==> config.mk <==
export PLATFORM = sky130hd
export DESIGN_NAME = field_blink_edit_flat
export DESIGN_NICKNAME = d
export VERILOG_FILES = /design/src/rtl/field_blink_edit_if.sv /design/src/rtl/field_blink_edit.sv /design/src/flat_wrapper.sv
export SDC_FILE = /design/constraint.sdc
export NUM_CORES = 1
export LEC_CHECK = 0
export ABC_AREA = 1
export ABC_CLOCK_PERIOD_IN_PS = 4000
export CELL_PAD_IN_SITES_DETAIL_PLACEMENT = 1
export CELL_PAD_IN_SITES_GLOBAL_PLACEMENT = 1
export CORE_MARGIN = 2
export CORE_UTILIZATION = 30
export DETAILED_ROUTE_END_ITERATION = 8
export GPL_TIMING_DRIVEN = 0
export HOLD_SLACK_MARGIN = 0.05
export PLACE_DENSITY_LB_ADDON = 0.1
export SLEW_MARGIN = 15
export SYNTH_ARGS = -nofsm -noshare
export SYNTH_HDL_FRONTEND = slang
export SYNTH_SLANG_ARGS = --single-unit
==> constraint.sdc <==
create_clock -name ckht -period 4 [get_ports ckht]
set_clock_uncertainty 0.15 [all_clocks]
set_input_delay 0.6 -clock ckht [delete_from_list [all_inputs] [get_ports ckht]]
set_output_delay 0.6 -clock ckht [all_outputs]
set_load 0.1 [all_outputs]
==> src/rtl/field_blink_edit_if.sv <==
// Field-edit bus: selection/button/tick requests toward the editor and
// the registered LED, counter and strobe outputs coming back.
//   master : drives gt_mod, cdb_up, cdb_dw, ena2hz; observes the rest
//   slave  : the editor itself
interface field_blink_edit_if #(
  parameter int unsigned NF  = 3,
  parameter int unsigned LPF = 4,
  parameter int unsigned CW  = 5
);
  logic [2:0]        gt_mod;
  logic              cdb_up;
  logic              cdb_dw;
  logic              ena2hz;
  logic [CW-1:0]     q;
  logic [NF*LPF-1:0] ena_led;
  logic [NF-1:0]     inc_pulse;
  logic [NF-1:0]     dec_pulse;
  logic              timeout;
  logic              editing;

  modport master (
    output gt_mod, cdb_up, cdb_dw, ena2hz,
    input  q, ena_led, inc_pulse, dec_pulse, timeout, editing
  );

  modport slave (
    input  gt_mod, cdb_up, cdb_dw, ena2hz,
    output q, ena_led, inc_pulse, dec_pulse, timeout, editing
  );
endinterface

==> src/rtl/field_blink_edit.sv <==
// Field editor: blinks the LED group of the selected field, issues
// per-field increment/decrement strobes, and locks out after IDLE_MOD
// idle blink ticks until the selection is released.
//   ckht : clock, all state changes on the falling edge
//   rst  : asynchronous active-high reset
//   bus  : field_blink_edit_if slave (selection, buttons, tick in;
//          q, ena_led, inc/dec strobes, timeout, editing out)
module field_blink_edit #(
  parameter int unsigned     NF       = 3,
  parameter int unsigned     LPF      = 4,
  parameter logic [LPF-1:0]  BLK_MASK = 4'b0110,
  parameter int unsigned     IDLE_MOD = 20
) (
  input  logic               ckht,
  input  logic               rst,
  field_blink_edit_if.slave  bus
);
  localparam int unsigned SW = 3;
  localparam int unsigned CW = $clog2(IDLE_MOD);
  localparam int unsigned LW = NF * LPF;

  typedef enum logic [1:0] {
    S_IDLE = 2'd0,
    S_EDIT = 2'd1,
    S_LOCK = 2'd2
  } state_e;

  state_e          state_q, state_d;
  logic [SW-1:0]   sel_q, sel_d;
  logic [CW-1:0]   q_q, q_d;
  logic [LW-1:0]   ena_led_q, ena_led_d;
  logic [NF-1:0]   inc_pulse_q, inc_pulse_d;
  logic [NF-1:0]   dec_pulse_q, dec_pulse_d;
  logic            timeout_q, timeout_d;
  logic            editing_q, editing_d;

  logic            sel_ok;
  logic            any_btn;
  logic [LW-1:0]   blink_mask;

  assign sel_ok  = (bus.gt_mod != '0) && (bus.gt_mod <= SW'(NF));
  assign any_btn = bus.cdb_up | bus.cdb_dw;

  // Blink bits of the currently latched field's group
  always_comb begin
    blink_mask = '0;
    for (int k = 0; k < int'(NF); k++) begin
      if (sel_q == SW'(k + 1)) begin
        blink_mask[k*LPF +: LPF] = BLK_MASK;
      end
    end
  end

  // Next-state and output logic
  always_comb begin
    state_d     = state_q;
    sel_d       = sel_q;
    q_d         = q_q;
    ena_led_d   = ena_led_q;
    inc_pulse_d = '0;
    dec_pulse_d = '0;
    timeout_d   = 1'b0;

    case (state_q)
      S_IDLE: begin
        q_d       = '0;
        ena_led_d = '1;
        if (sel_ok) begin
          state_d = S_EDIT;
          sel_d   = bus.gt_mod;
        end
      end

      S_EDIT: begin
        if (!sel_ok) begin
          state_d   = S_IDLE;
          q_d       = '0;
          ena_led_d = '1;
        end else if (bus.gt_mod != sel_q) begin
          // Field switch: restart cleanly on the new field, no strobe
          sel_d     = bus.gt_mod;
          q_d       = '0;
          ena_led_d = '1;
        end else if (any_btn) begin
          // Buttons win over the tick; only non-selected groups are
          // already all ones, so restoring everything is equivalent
          q_d       = '0;
          ena_led_d = '1;
          if (bus.cdb_up && !bus.cdb_dw) begin
            inc_pulse_d = NF'(1) << (sel_q - SW'(1));
          end
          if (bus.cdb_dw && !bus.cdb_up) begin
            dec_pulse_d = NF'(1) << (sel_q - SW'(1));
          end
        end else if (bus.ena2hz) begin
          if (q_q == CW'(IDLE_MOD - 1)) begin
            q_d       = '0;
            ena_led_d = '1;
            timeout_d = 1'b1;
            state_d   = S_LOCK;
          end else begin
            q_d       = q_q + CW'(1);
            ena_led_d = ena_led_q ^ blink_mask;
          end
        end
      end

      S_LOCK: begin
        q_d       = '0;
        ena_led_d = '1;
        if (!sel_ok) begin
          state_d = S_IDLE;
        end
      end

      default: begin
        state_d   = S_IDLE;
        q_d       = '0;
        ena_led_d = '1;
      end
    endcase

    editing_d = (state_d == S_EDIT);
  end

  // State and output registers, falling edge
  always_ff @(negedge ckht or posedge rst) begin
    if (rst) begin
      state_q     <= S_IDLE;
      sel_q       <= '0;
      q_q         <= '0;
      ena_led_q   <= '1;
      inc_pulse_q <= '0;
      dec_pulse_q <= '0;
      timeout_q   <= 1'b0;
      editing_q   <= 1'b0;
    end else begin
      state_q     <= state_d;
      sel_q       <= sel_d;
      q_q         <= q_d;
      ena_led_q   <= ena_led_d;
      inc_pulse_q <= inc_pulse_d;
      dec_pulse_q <= dec_pulse_d;
      timeout_q   <= timeout_d;
      editing_q   <= editing_d;
    end
  end

  assign bus.q         = q_q;
  assign bus.ena_led   = ena_led_q;
  assign bus.inc_pulse = inc_pulse_q;
  assign bus.dec_pulse = dec_pulse_q;
  assign bus.timeout   = timeout_q;
  assign bus.editing   = editing_q;

endmodule

==> src/flat_wrapper.sv <==
// flat-port wrapper written by rule: the top's interface ports become plain ports
module field_blink_edit_flat 
#(
  parameter int unsigned     NF       = 3,
  parameter int unsigned     LPF      = 4,
  parameter logic [LPF-1:0]  BLK_MASK = 4'b0110,
  parameter int unsigned     IDLE_MOD = 20
)
  (ckht, rst, bus_gt_mod, bus_cdb_up, bus_cdb_dw, bus_ena2hz, bus_q, bus_ena_led, bus_inc_pulse, bus_dec_pulse, bus_timeout, bus_editing);
  field_blink_edit_if #(.NF(NF), .LPF(LPF), .CW((5))) bus_i ();
  input  logic ckht;
  input  logic rst;
  input wire logic [$bits(bus_i.gt_mod)-1:0] bus_gt_mod;
  input wire logic [$bits(bus_i.cdb_up)-1:0] bus_cdb_up;
  input wire logic [$bits(bus_i.cdb_dw)-1:0] bus_cdb_dw;
  input wire logic [$bits(bus_i.ena2hz)-1:0] bus_ena2hz;
  output wire logic [$bits(bus_i.q)-1:0] bus_q;
  output wire logic [$bits(bus_i.ena_led)-1:0] bus_ena_led;
  output wire logic [$bits(bus_i.inc_pulse)-1:0] bus_inc_pulse;
  output wire logic [$bits(bus_i.dec_pulse)-1:0] bus_dec_pulse;
  output wire logic [$bits(bus_i.timeout)-1:0] bus_timeout;
  output wire logic [$bits(bus_i.editing)-1:0] bus_editing;
  assign bus_i.gt_mod = bus_gt_mod;
  assign bus_i.cdb_up = bus_cdb_up;
  assign bus_i.cdb_dw = bus_cdb_dw;
  assign bus_i.ena2hz = bus_ena2hz;
  assign bus_q = bus_i.q;
  assign bus_ena_led = bus_i.ena_led;
  assign bus_inc_pulse = bus_i.inc_pulse;
  assign bus_dec_pulse = bus_i.dec_pulse;
  assign bus_timeout = bus_i.timeout;
  assign bus_editing = bus_i.editing;
  field_blink_edit #(.NF(NF), .LPF(LPF), .BLK_MASK(BLK_MASK), .IDLE_MOD(IDLE_MOD)) u_core (.ckht(ckht), .rst(rst), .bus(bus_i));
endmodule
---- Word level (Yosys, flattened, before mapping) ----
Index checks and enable logic that the tools add are counted.
cells by class
  multiplexer cells ....................... 43
  equal/unequal tests ..................... 12
  add/subtract/negate cells ............... 2
  reduce and logical (&&, ||, !) cells .... 9
  shift operators ......................... 1
  bitwise operators ....................... 2
  div/mod/pow operators ................... 0
  magnitude comparators ................... 1
  $mul .................................... 0
operators with widths
  operator                                                                           number
  12-bit 2-to-1 mux                                                                  6
  3-bit 2-to-1 mux                                                                   16
  5-bit 2-to-1 mux                                                                   6
  2-bit 2-to-1 mux                                                                   7
  12-bit by 11-bit XOR with 12-bit output                                            1
  3-bit by 2-bit == test with 1-bit output (second input constant)                   2
  1-bit 2-to-1 mux                                                                   6
  2-bit by 1-bit != test with 1-bit output (second input constant)                   3
  2-bit one-hot mux with 3 select lines                                              1
  3-bit one-hot mux with 2 select lines                                              1
  5-bit by 1-bit adder with 5-bit output (second input constant)                     1
  5-bit == test (second input constant)                                              1
  5-bit != test (second input constant)                                              1
  2-bit by 1-bit == test with 1-bit output (second input constant)                   2
  4-bit AND reduction                                                                1
  3-bit by 1-bit == test with 1-bit output (second input constant)                   1
  3-bit by 2-bit less-or-equal comparator with 1-bit output (second input constant)  1
  1-bit logical AND                                                                  3
  3-bit != test                                                                      1
  3-bit nonzero test                                                                 1
  1-bit by 3-bit left shift with 3-bit output (first input constant)                 1
  3-bit by 1-bit subtractor with 3-bit output (second input constant)                1
  2-bit == test (second input constant)                                              1
  1-bit zero test                                                                    2
  other kinds (3)                                                                    3
storage, ports and cells
  bits in registers ....................... 30
  bits in latches ......................... 0
  bits in read-only memories .............. 0
  RAM bits ................................ 0
  memories ................................ 0

---- Depth between registers and ports, before layout ----
  depth after elaboration ................. 9
  gate-level depth with buffers ........... 10
  depth with buffers taken out ............ 9

==> results.md <==
- Outcome: complete, but fails checks
- Failing checks: negative setup slack
- Number of fill cells: 541
- CP Launch Type: flip-flop
- Largest area contributor in the netlist: dfrtn_1
- Reg area: ~640 um2
- Syn Inst Count: 156
- # hold bufs at CTS: 0
- Fin. max-slew vios: 0
- Worst EP arrival: 3.34 ns
- Mapped Area: between 1000 and 1500 um2
- Core outline area: between 4000 and 5000 um2
- Top cell family by delay on the critical path: flip-flops
- Final nets: between 200 and 250
- Synth top area share: 0.3383
- CP Max Fanout: 5
- Detailed Route WL: 3.477 mm
- P_leak: 1.021 nW
- Area Growth Syn to Fin: 43.33%
- RSZ-0062 raised after global routing: true
- WL per Instance: 13.42 um
- Worst-path cell chain: buf_6, buf_6, buf_12
- Routed wl met2: approximately 1.8 mm
- Row cnt: 24
- WHS Endpoint: u_core.bus.ena_led[1]$_DFFE_NP1P_
- WP depth: 3
- Hold-critical path depth: 2
- Clock Path Buffers: 2
- Worst slack, placed: -0.6064 ns
- # IOs: 33
- CTS clock-pin slew for the worst setup and hold paths: 0.04 ns
- Main area contributors after synthesis: dfrtn_1 (34%), dfstp_2 (14%), nand2_1 (8.2%), inv_1 (7.6%), nand3_1 (5.6%)
- DRT iter0 DRCs: 57
- Most common cell on crit path: buf_6
- Worst Path Buf+Inv: 3
- Yosys warnings: 0
- Crit path largest cell delay: 0.64 ns
- Vias in the first global route: 1290
- Initial core utilization: 0.3079
- RePlAce Congestion: 0.7633
- DRC: 0
- Critical Path End Type: primary output
- Total grt overflow: 0
- Predominant post-synthesis flop cell: dfrtn_1
- Top-count cell post-synth: nand2_1
- Hold Path Class: flip-flop to flip-flop
- Via/cell ratio: 4.560
- Synth cell types: 27
- Fin. Hold Viols: 0
- Top routing layer in use: met4
- CTS sink cnt: 25
- Dpl hpwl: 2.631 mm
- Net Count, Synth: 165
- Slew Limit Headroom: 0.3645
- # diodes: 0
- Req. time, crit path: approximately 3.3 ns
- Post-synthesis sequential area ratio: 0.4765
- Post-synth EDFFs: 0
- Met3 WL: about 90 um
- Final setup viols: 6
- GRT Resource Usage Total: 0.1493
- Layout cells sized above 1: 0.3188
- Setup slack, reg-to-reg: about 2.3 ns
- Max cap viols: 0
- Number of port buffers: 32
- Fraction of registers with async set/reset: 1.000
- Area of the multi-input gates: 554.3 um2
- Area of the die: approximately 5000 um2
- CTS tree: built
- Largest net degree at the start of global routing: 26
- Clock latency on the worst-skew pair: 0.28 ns
- Seq cells post-synth: 25
- Die Wd: between 70 and 80 um
- Kind of critical path: flip-flop to primary output
- Die H: 70.62 um
- Number of CTS-inserted buffers: 3
- First drt pass iteration count: 4
- Design Area, Final: roughly 1900 um2
- Hold path start: u_core.bus.ena_led[1]$_DFFE_NP1P_
- Slowest-stage cell, CP: dfstp_4
- Routed vias: roughly 1200
- M1 wire length: around 1.5 mm
- First-pass GRT wire length: 5.996 mm
- ANT nets after route: 0
- Worst-margin pin slew: about 0.95 ns
- Post-Syn Area per Cell: 8.534 um2
- Reg2reg start: u_core.sel_q[1]$_DFFE_NP0P_
- H-tree levels: 1
- Reg2Reg Depth: 8
- Clock Root Buffer: clkbuf_8
- Setup WS post-layout: -0.08570 ns
- Synth top cells by count: nand2_1 (29), inv_1 (27), dfrtn_1 (18), nor2_1 (16), nand3_1 (15)
- Dpl cell area: 1720 um2
- Worst R2R End: u_core.bus.q[4]$_DFFE_NP0P_
- Power per cell area: 274.0 nW/um2
- Worst VDD drop: 0.1389 mV
- Initial antenna violation count: 0
-- stage by stage --
step                hold WS (ns)    util  std cells  power (W)  setup TNS (ns)
floorplan                 0.3318       -        156  0.0003307               0
detailed placement        0.3375  0.3979        240  0.0003551          -17.19
global route              0.3798  0.4413        259  0.0005513         -0.4605
global placement          0.3278  0.3979        240  0.0003515          -16.06
CTS                       0.3460  0.4285        255  0.0005272         -0.3160
finish                    0.3428  0.4413        259  0.0005228         -0.2482
-- cell families after synthesis --
| kind of cell | share of synthesized area |
|---|---|
| xor gates and xnor gates | 0.01880 |
| DFF | 0.4765 |
| adders and majority gates | 0.009397 |
| and+or+nand+nor | 0.3365 |
| buffers and inverters | 0.1156 |
| AOI/OAI and AO/OA | 0.04323 |
-- worst max path at each step --
stage,start,to
floorplan,u_core.bus.ena_led[7]$_DFFE_NP1P_,bus_ena_led[11]
global route,u_core.bus.ena_led[7]$_DFFE_NP1P_,bus_ena_led[4]
finish,u_core.bus.ena_led[7]$_DFFE_NP1P_,bus_ena_led[8]
global placement,u_core.bus.ena_led[7]$_DFFE_NP1P_,bus_ena_led[8]
detailed placement,u_core.bus.ena_led[7]$_DFFE_NP1P_,bus_ena_led[7]
CTS,u_core.bus.ena_led[7]$_DFFE_NP1P_,bus_ena_led[8]
-- what timing repair did --
action,in CTS,in global routing
pin swaps,2,4
setup buffers,6,4
resized for setup,143,17
hold endpoints to repair,0,0
endpoints found under the setup margin,40,27
-- cells in the final DEF, fill, tap and decap left out, types with 4 or more instances in the layout --
cell type	count
inv_1	32
nand2_1	29
dfrtn_1	18
buf_4	17
nor2_1	15
nand3_1	15
nand4_1	7
buf_12	6
dfstp_2	6
nand3b_1	4
buf_6	4
clkdlybuf4s50_1	4
clkdlybuf4s15_2	4
buf_2	4
-- flip-flops by register name (all words and copies together), names as in the netlist --
signal	count
u_core.state_q	2
u_core.bus.q	5
u_core.bus.dec_pulse	3
u_core.bus.inc_pulse	3
u_core.bus.timeout	1
u_core.bus.editing	1
u_core.bus.ena_led	7
u_core.sel_q	3
-- metal layers --
layer / track usage / vias up
li1: - / 590
met1: 0.1840 / 573
met2: 0.2715 / 14
met3: 0.02564 / 4
met4: 0.03774 / 0
met5: 0 / -
-- worst min-delay path: cells and delay by family (launching register included) --
kind / cells / cell delay (ns)
simple gates: 2 / 0.12
flops: 1 / 0.36
-- power by group --
part           total [W]  internal [W]  switching [W]  leakage, nW
combinational  0.0000748     0.0000255      0.0000494        0.643
sequential      0.000265      0.000259     0.00000578        0.318
clock           0.000183     0.0000805       0.000103       0.0600
total           0.000523      0.000365       0.000158         1.02
-- area by class of cell --
class                   count  share of cell area
well taps                  52             0.03410
repair buffers             42              0.2230
flip-flops and latches     25              0.3344
inverters                  27             0.05311
multi-input cells          97              0.2905
plain buffers               5             0.02754
clock inverters             7             0.01377
clock buffers               4             0.02361
No activity file was read; power rests on OpenSTA's default activity.
